### src/rtl/zx_rom_pkg.sv
// Shared definitions for the ZX ROM store: image geometry, loader state encoding
// and the byte-lane convention used when packing bytes into 16-bit words.
package zx_rom_pkg;

  localparam int ZX_ROM_BYTES = 16384;
  localparam int ZX_ROM_WORDS = ZX_ROM_BYTES / 2;

  typedef enum logic [2:0] {
    ST_IDLE,
    ST_LO,
    ST_HI,
    ST_WR,
    ST_DONE
  } loader_state_t;

  // Little-endian packing: the even byte lives in the low lane.
  localparam int LANE_EVEN_LSB = 0;
  localparam int LANE_ODD_LSB  = 8;

endpackage

### src/rtl/zx_rom_loader.sv
// Streams a boot image into the ZX ROM store as little-endian 16-bit words and
// holds the Z80 in reset until every word has been written.
module zx_rom_loader
  import zx_rom_pkg::*;
#(
  parameter int ROM_BYTES = ZX_ROM_BYTES,
  parameter int ADDR_W    = 14
) (
  input  logic              clk,
  input  logic              resetn,
  input  logic              start,
  input  logic [7:0]        in_data,
  input  logic              in_valid,
  output logic              in_ready,
  output logic              rom_wen,
  output logic [ADDR_W-1:0] rom_addr,
  output logic [15:0]       rom_wdata,
  output logic              busy,
  output logic              done,
  output logic              cpu_resetn,
  output logic [15:0]       checksum
);

  localparam int CNT_W = ADDR_W - 1;
  localparam logic [CNT_W-1:0] LAST_WORD = CNT_W'(ROM_BYTES / 2 - 1);

  loader_state_t     r_state;
  loader_state_t     w_next_state;
  logic [CNT_W-1:0]  r_word_cnt;
  logic [ADDR_W-1:0] r_rom_addr;
  logic [15:0]       r_rom_wdata;
  logic              r_rom_wen;
  logic [15:0]       r_checksum;
  logic              w_in_ready;
  logic              w_start_load;
  logic              w_accept;

  // NOTE: every always_comb output gets a default first so no path leaves it unassigned (no latch).
  always_comb begin
    w_next_state = r_state;
    w_in_ready   = 1'b0;
    w_start_load = 1'b0;
    unique case (r_state)
      ST_IDLE: begin
        if (start) begin
          w_next_state = ST_LO;
          w_start_load = 1'b1;
        end
      end
      ST_LO: begin
        w_in_ready = 1'b1;
        if (in_valid) w_next_state = ST_HI;
      end
      ST_HI: begin
        w_in_ready = 1'b1;
        if (in_valid) w_next_state = ST_WR;
      end
      ST_WR: begin
        w_next_state = (r_word_cnt == LAST_WORD) ? ST_DONE : ST_LO;
      end
      ST_DONE: begin
        if (start) begin
          w_next_state = ST_LO;
          w_start_load = 1'b1;
        end
      end
      default: w_next_state = ST_IDLE;
    endcase
  end

  assign w_accept = w_in_ready & in_valid;

  // NOTE: sequential state uses non-blocking assignments so all flops sample pre-edge values.
  always_ff @(posedge clk or negedge resetn) begin
    if (!resetn) r_state <= ST_IDLE;
    else         r_state <= w_next_state;
  end

  always_ff @(posedge clk or negedge resetn) begin
    if (!resetn) begin
      r_word_cnt  <= '0;
      r_rom_addr  <= '0;
      r_rom_wdata <= '0;
      r_rom_wen   <= 1'b0;
      r_checksum  <= '0;
    end else begin
      r_rom_wen <= w_accept && (r_state == ST_HI);

      if (w_start_load) begin
        r_word_cnt <= '0;
        r_checksum <= '0;
      end else begin
        if (w_accept)           r_checksum <= r_checksum + {8'h00, in_data};
        if (r_state == ST_WR)   r_word_cnt <= r_word_cnt + 1'b1;
      end

      if (w_accept && (r_state == ST_LO))
        r_rom_wdata[LANE_EVEN_LSB +: 8] <= in_data;

      // Address is captured with the odd byte so it is registered during WR and
      // holds afterwards while the counter moves on.
      if (w_accept && (r_state == ST_HI)) begin
        r_rom_wdata[LANE_ODD_LSB +: 8] <= in_data;
        r_rom_addr                     <= {1'b0, r_word_cnt};
      end
    end
  end

  assign in_ready   = w_in_ready;
  assign rom_wen    = r_rom_wen;
  assign rom_addr   = r_rom_addr;
  assign rom_wdata  = r_rom_wdata;
  assign busy       = (r_state == ST_LO) || (r_state == ST_HI) || (r_state == ST_WR);
  assign done       = (r_state == ST_DONE);
  assign cpu_resetn = (r_state == ST_DONE);
  assign checksum   = r_checksum;

endmodule

### config.mk
export PLATFORM = sky130hd
export DESIGN_NAME = zx_rom_loader
export DESIGN_NICKNAME = d
export VERILOG_FILES = /design/src/rtl/zx_rom_pkg.sv /design/src/rtl/zx_rom_loader.sv
export SDC_FILE = /design/constraint.sdc
export NUM_CORES = 1
export LEC_CHECK = 0
export BUFFER_PORTS_ARGS = -buffer_cell sky130_fd_sc_hd__buf_2
export CAP_MARGIN = 20
export CORE_AREA = 2 2 79 81
export DETAILED_ROUTE_END_ITERATION = 7
export DIE_AREA = 0 0 81 83
export PLACE_DENSITY_LB_ADDON = 0.12
export REMOVE_ABC_BUFFERS = 1
export SETUP_SLACK_MARGIN = 0.05
export SLEW_MARGIN = 0
export SYNTH_ARGS = -nofsm -noshare
export SYNTH_HDL_FRONTEND = slang
export SYNTH_SLANG_ARGS = --single-unit
### constraint.sdc
create_clock -name clk -period 2.6 [get_ports clk]
set_input_delay 0.13 -clock clk [delete_from_list [all_inputs] [get_ports clk]]
set_output_delay 0.13 -clock clk [all_outputs]
set_load 0.03 [all_outputs]
==> results.py <==
metrics = {
    "global_route": {
        "grt_pass1_vias": 2241,
        "grt_pass1_wl_um": 10800,
        "grt_max_degree": 38,
        "overflow": 0,
        "grtUsageMet3": 0.0500,
        "antenna_found_initial": 0,
        "grt_use_met1": 0.258,
        "grt.total_usage": 0.208,
        "busiest_layer": "met2",
        "groute.layer.met2.usage": 0.344,
    },
    "logic_synthesis": {
        "ys_warn_count": 0,
        "synthFlopType": "dfrtp_1",
        "ys_seq_area_frac": 0.510,
        "avgSynthCellArea_um2": 11.0,
        "synth-edff-count": 0,
        "synthCells": 276,
        "synth_seq_cells": 62,
        "syn-cell-area_mm2": 0.00304,
        "ys_types": 43,
        "async_flop_share": 1.00,
    },
    "route": {
        "viasPerCell": 5.58,
        "final_antenna_net_count": 0,
        "drc": 0,
        "drt_iter0_drc": 59,
        "drt_first_pass_iters": 4,
        "wl_per_cell_um": 15.4,
        "dr_total_vias": 2351,
        "wl_um": 6490,
    },
    "timing": {
        "worst_slack_ns": 0.490,
        "hold_violations": 0,
        "max_freq_mhz": 474,
        "setup_violations": 0,
        "finalClockSkew_ns": 0.00904,
        "tightestPinTransition_ns": 0.761,
        "tns_ns": 0,
        "slew_headroom": 0.492,
        "rsz0062_at_grt": "false",
        "finalCritPeriodShare": 0.812,
        "finalCriticalPeriod_ns": 2.11,
        "final_max_slew_viol_count": 0,
    },
    "floorplan": {
        "fp.coreArea_mm2": 0.00582,
        "pin_count": 63,
        "initial_core_util": 0.523,
        "die_w_um": 81,
        "placementRows": 28,
        "die_height_um": 83,
        "dieArea_mm2": 0.00672,
    },
    "layout": {
        "area_delta_synth_final_pct": 19.0,
        "layout_common_cells": "dfrtp_1 (62), buf_2 (61), nand2_1 (29), mux2_2 (29), o21ai_0 (20)",
        "final_common_cell": "dfrtp_1",
        "finalNetCount": 363,
        "drive_above_1_share": 0.341,
        "insertedDiodeCount": 0,
    },
    "pwr": {
        "power_leakage_nw": 1.82,
        "p_per_area_mw_per_mm2": 1120,
        "vdd_drop_max_mv": 0.556,
        "finalPower_mw": 4.06,
    },
    "critical_path": {
        "worstSetupStartpointType": "register",
        "critPathBufInv": 0,
        "cp.arrival_ns": 2.37,
        "crit_path_max_fanout": 4,
        "crit_type": "reg -> reg",
        "cp_slowest_cell": "fa_1",
        "end_kind": "register",
        "slowest_delay_ns": 0.43,
        "required_ns": 2.86,
        "cp_cell_sequence": "ha_1, fa_1, a211oi_1, nor3_1, o21ai_0, mux2i_1",
        "critPathTopFamily": "adder cells",
    },
    "outcome": {
        "status": "finished clean",
    },
    "clock_tree": {
        "clockRootBuffer": "clkbuf_8",
        "clk_latency_ns": 0.34,
        "clk_path_buf_depth": 2,
        "cts_tree": "built",
        "htreeDepth": 3,
        "cts_made_buffers": 9,
        "cts_sinks": 62,
        "clk_pin_slew_ns": 0.07,
        "post-cts-setup-buffers": 0,
    },
    "place": {
        "portBuffers": 61,
        "post-place-ws_ns": 0.556,
        "place_congestion": 0.871,
        "hpwl_um": 4630,
    },
    "hold_path": {
        "hold_path_class": "in -> reg",
    },
    "run": {
        "cap_violations": 0,
    },
}
## worst paths after layout
check | slack, ns | depth (start not counted) | endpoint | start
max reg2reg | 0.49 | 6 | checksum[8] | checksum[0]
min reg2reg | 0.50 | 1 | checksum[9] | checksum[9]
max in group asynchronous | 1.90 | 3 | checksum[0] | resetn
min in group asynchronous | 0.31 | 3 | checksum[13] | resetn
min | 0.05 | 2 | rom_wdata[2] | in_data[2]
max | 0.49 | 6 | checksum[8] | checksum[0]
## what timing repair did
item / 4_1_cts / 5_1_grt
setup endpoints to repair: 0 / 0
gates resized for setup: 0 / 0
hold buffers: 2 / 0
hold endpoints to repair: 63 / 0
## metal layers
| metal | share of wire | wire, um |
|---|---|---|
| met3 | 0.047 | 308 |
| met2 | 0.50 | 3220 |
| met1 | 0.44 | 2850 |
| met5 | 0 | 0 |
| met4 | 0.016 | 106 |
## power by group
group | total (mW) | leakage [nW] | internal, mW | switching, mW
sequential | 1.44 | 0.812 | 1.24 | 0.206
combinational | 1.77 | 0.907 | 0.611 | 1.16
clock | 0.845 | 0.0996 | 0.445 | 0.400
total | 4.06 | 1.82 | 2.29 | 1.77
## cells in the mapped netlist, types with 2 or more instances
cell	number	area [um^2]
dfrtp_1	62	1550
mux2_2	29	327
nand2_1	29	109
o21ai_0	20	100
nor2_1	14	52.6
nand3_1	13	65.1
a21oi_1	12	60.1
ha_1	9	113
mux2i_1	8	80.1
xor2_1	8	70.1
o211ai_1	6	45.0
buf_4	5	37.5
nand2b_1	5	31.3
nand4_1	5	31.3
buf_2	4	20.0
nor3_1	4	20.0
xnor2_1	4	35.0
clkbuf_1	3	11.3
inv_1	3	11.3
nor4_1	3	18.8
or3_1	3	18.8
a211oi_1	2	15.0
a21o_1	2	15.0
and3_1	2	12.5
or2_2	2	12.5
or4_1	2	15.0
## layout make-up
class                      count  area [um^2]
clock buffer                   9          124
clock inverter                 7         73.8
fill                         501         2200
inverter                       3         11.3
multi-input combinational    198         1410
sequential                    62         1550
tap                           75         93.8
timing repair buffer          67          355
## metrics by stage
| step | cell area, um^2 | utilization | std cells | hold slack, ns |
|---|---|---|---|---|
| finish | 3620 | 0.622 | 421 | 0.0524 |
| global route | 3620 | 0.622 | 421 | 0.0481 |
| CTS | 3620 | 0.622 | 421 | 0.0505 |
| detailed placement | 3400 | 0.584 | 403 | 0.153 |
| global placement | 3400 | 0.584 | 403 | 0.148 |
| floorplan | 2970 | - | 263 | -0.166 |
## sequential cells by signal, summed over array words and instances (netlist names)
signal / flops
r_state: 3
checksum: 16
rom_wen: 1
rom_addr: 13
rom_wdata: 16
r_word_cnt: 13
## cell families after synthesis
| logic type | share of synthesized area |
|---|---|
| flops | 0.510 |
| buf+inv | 0.0276 |
| fa+ha+maj | 0.0436 |
| compound gates | 0.0885 |
| other cells | 0.00123 |
| xor+xnor | 0.0346 |
| mux | 0.134 |
| simple gates | 0.160 |
Note: power is estimated with default switching activity, not from simulation.
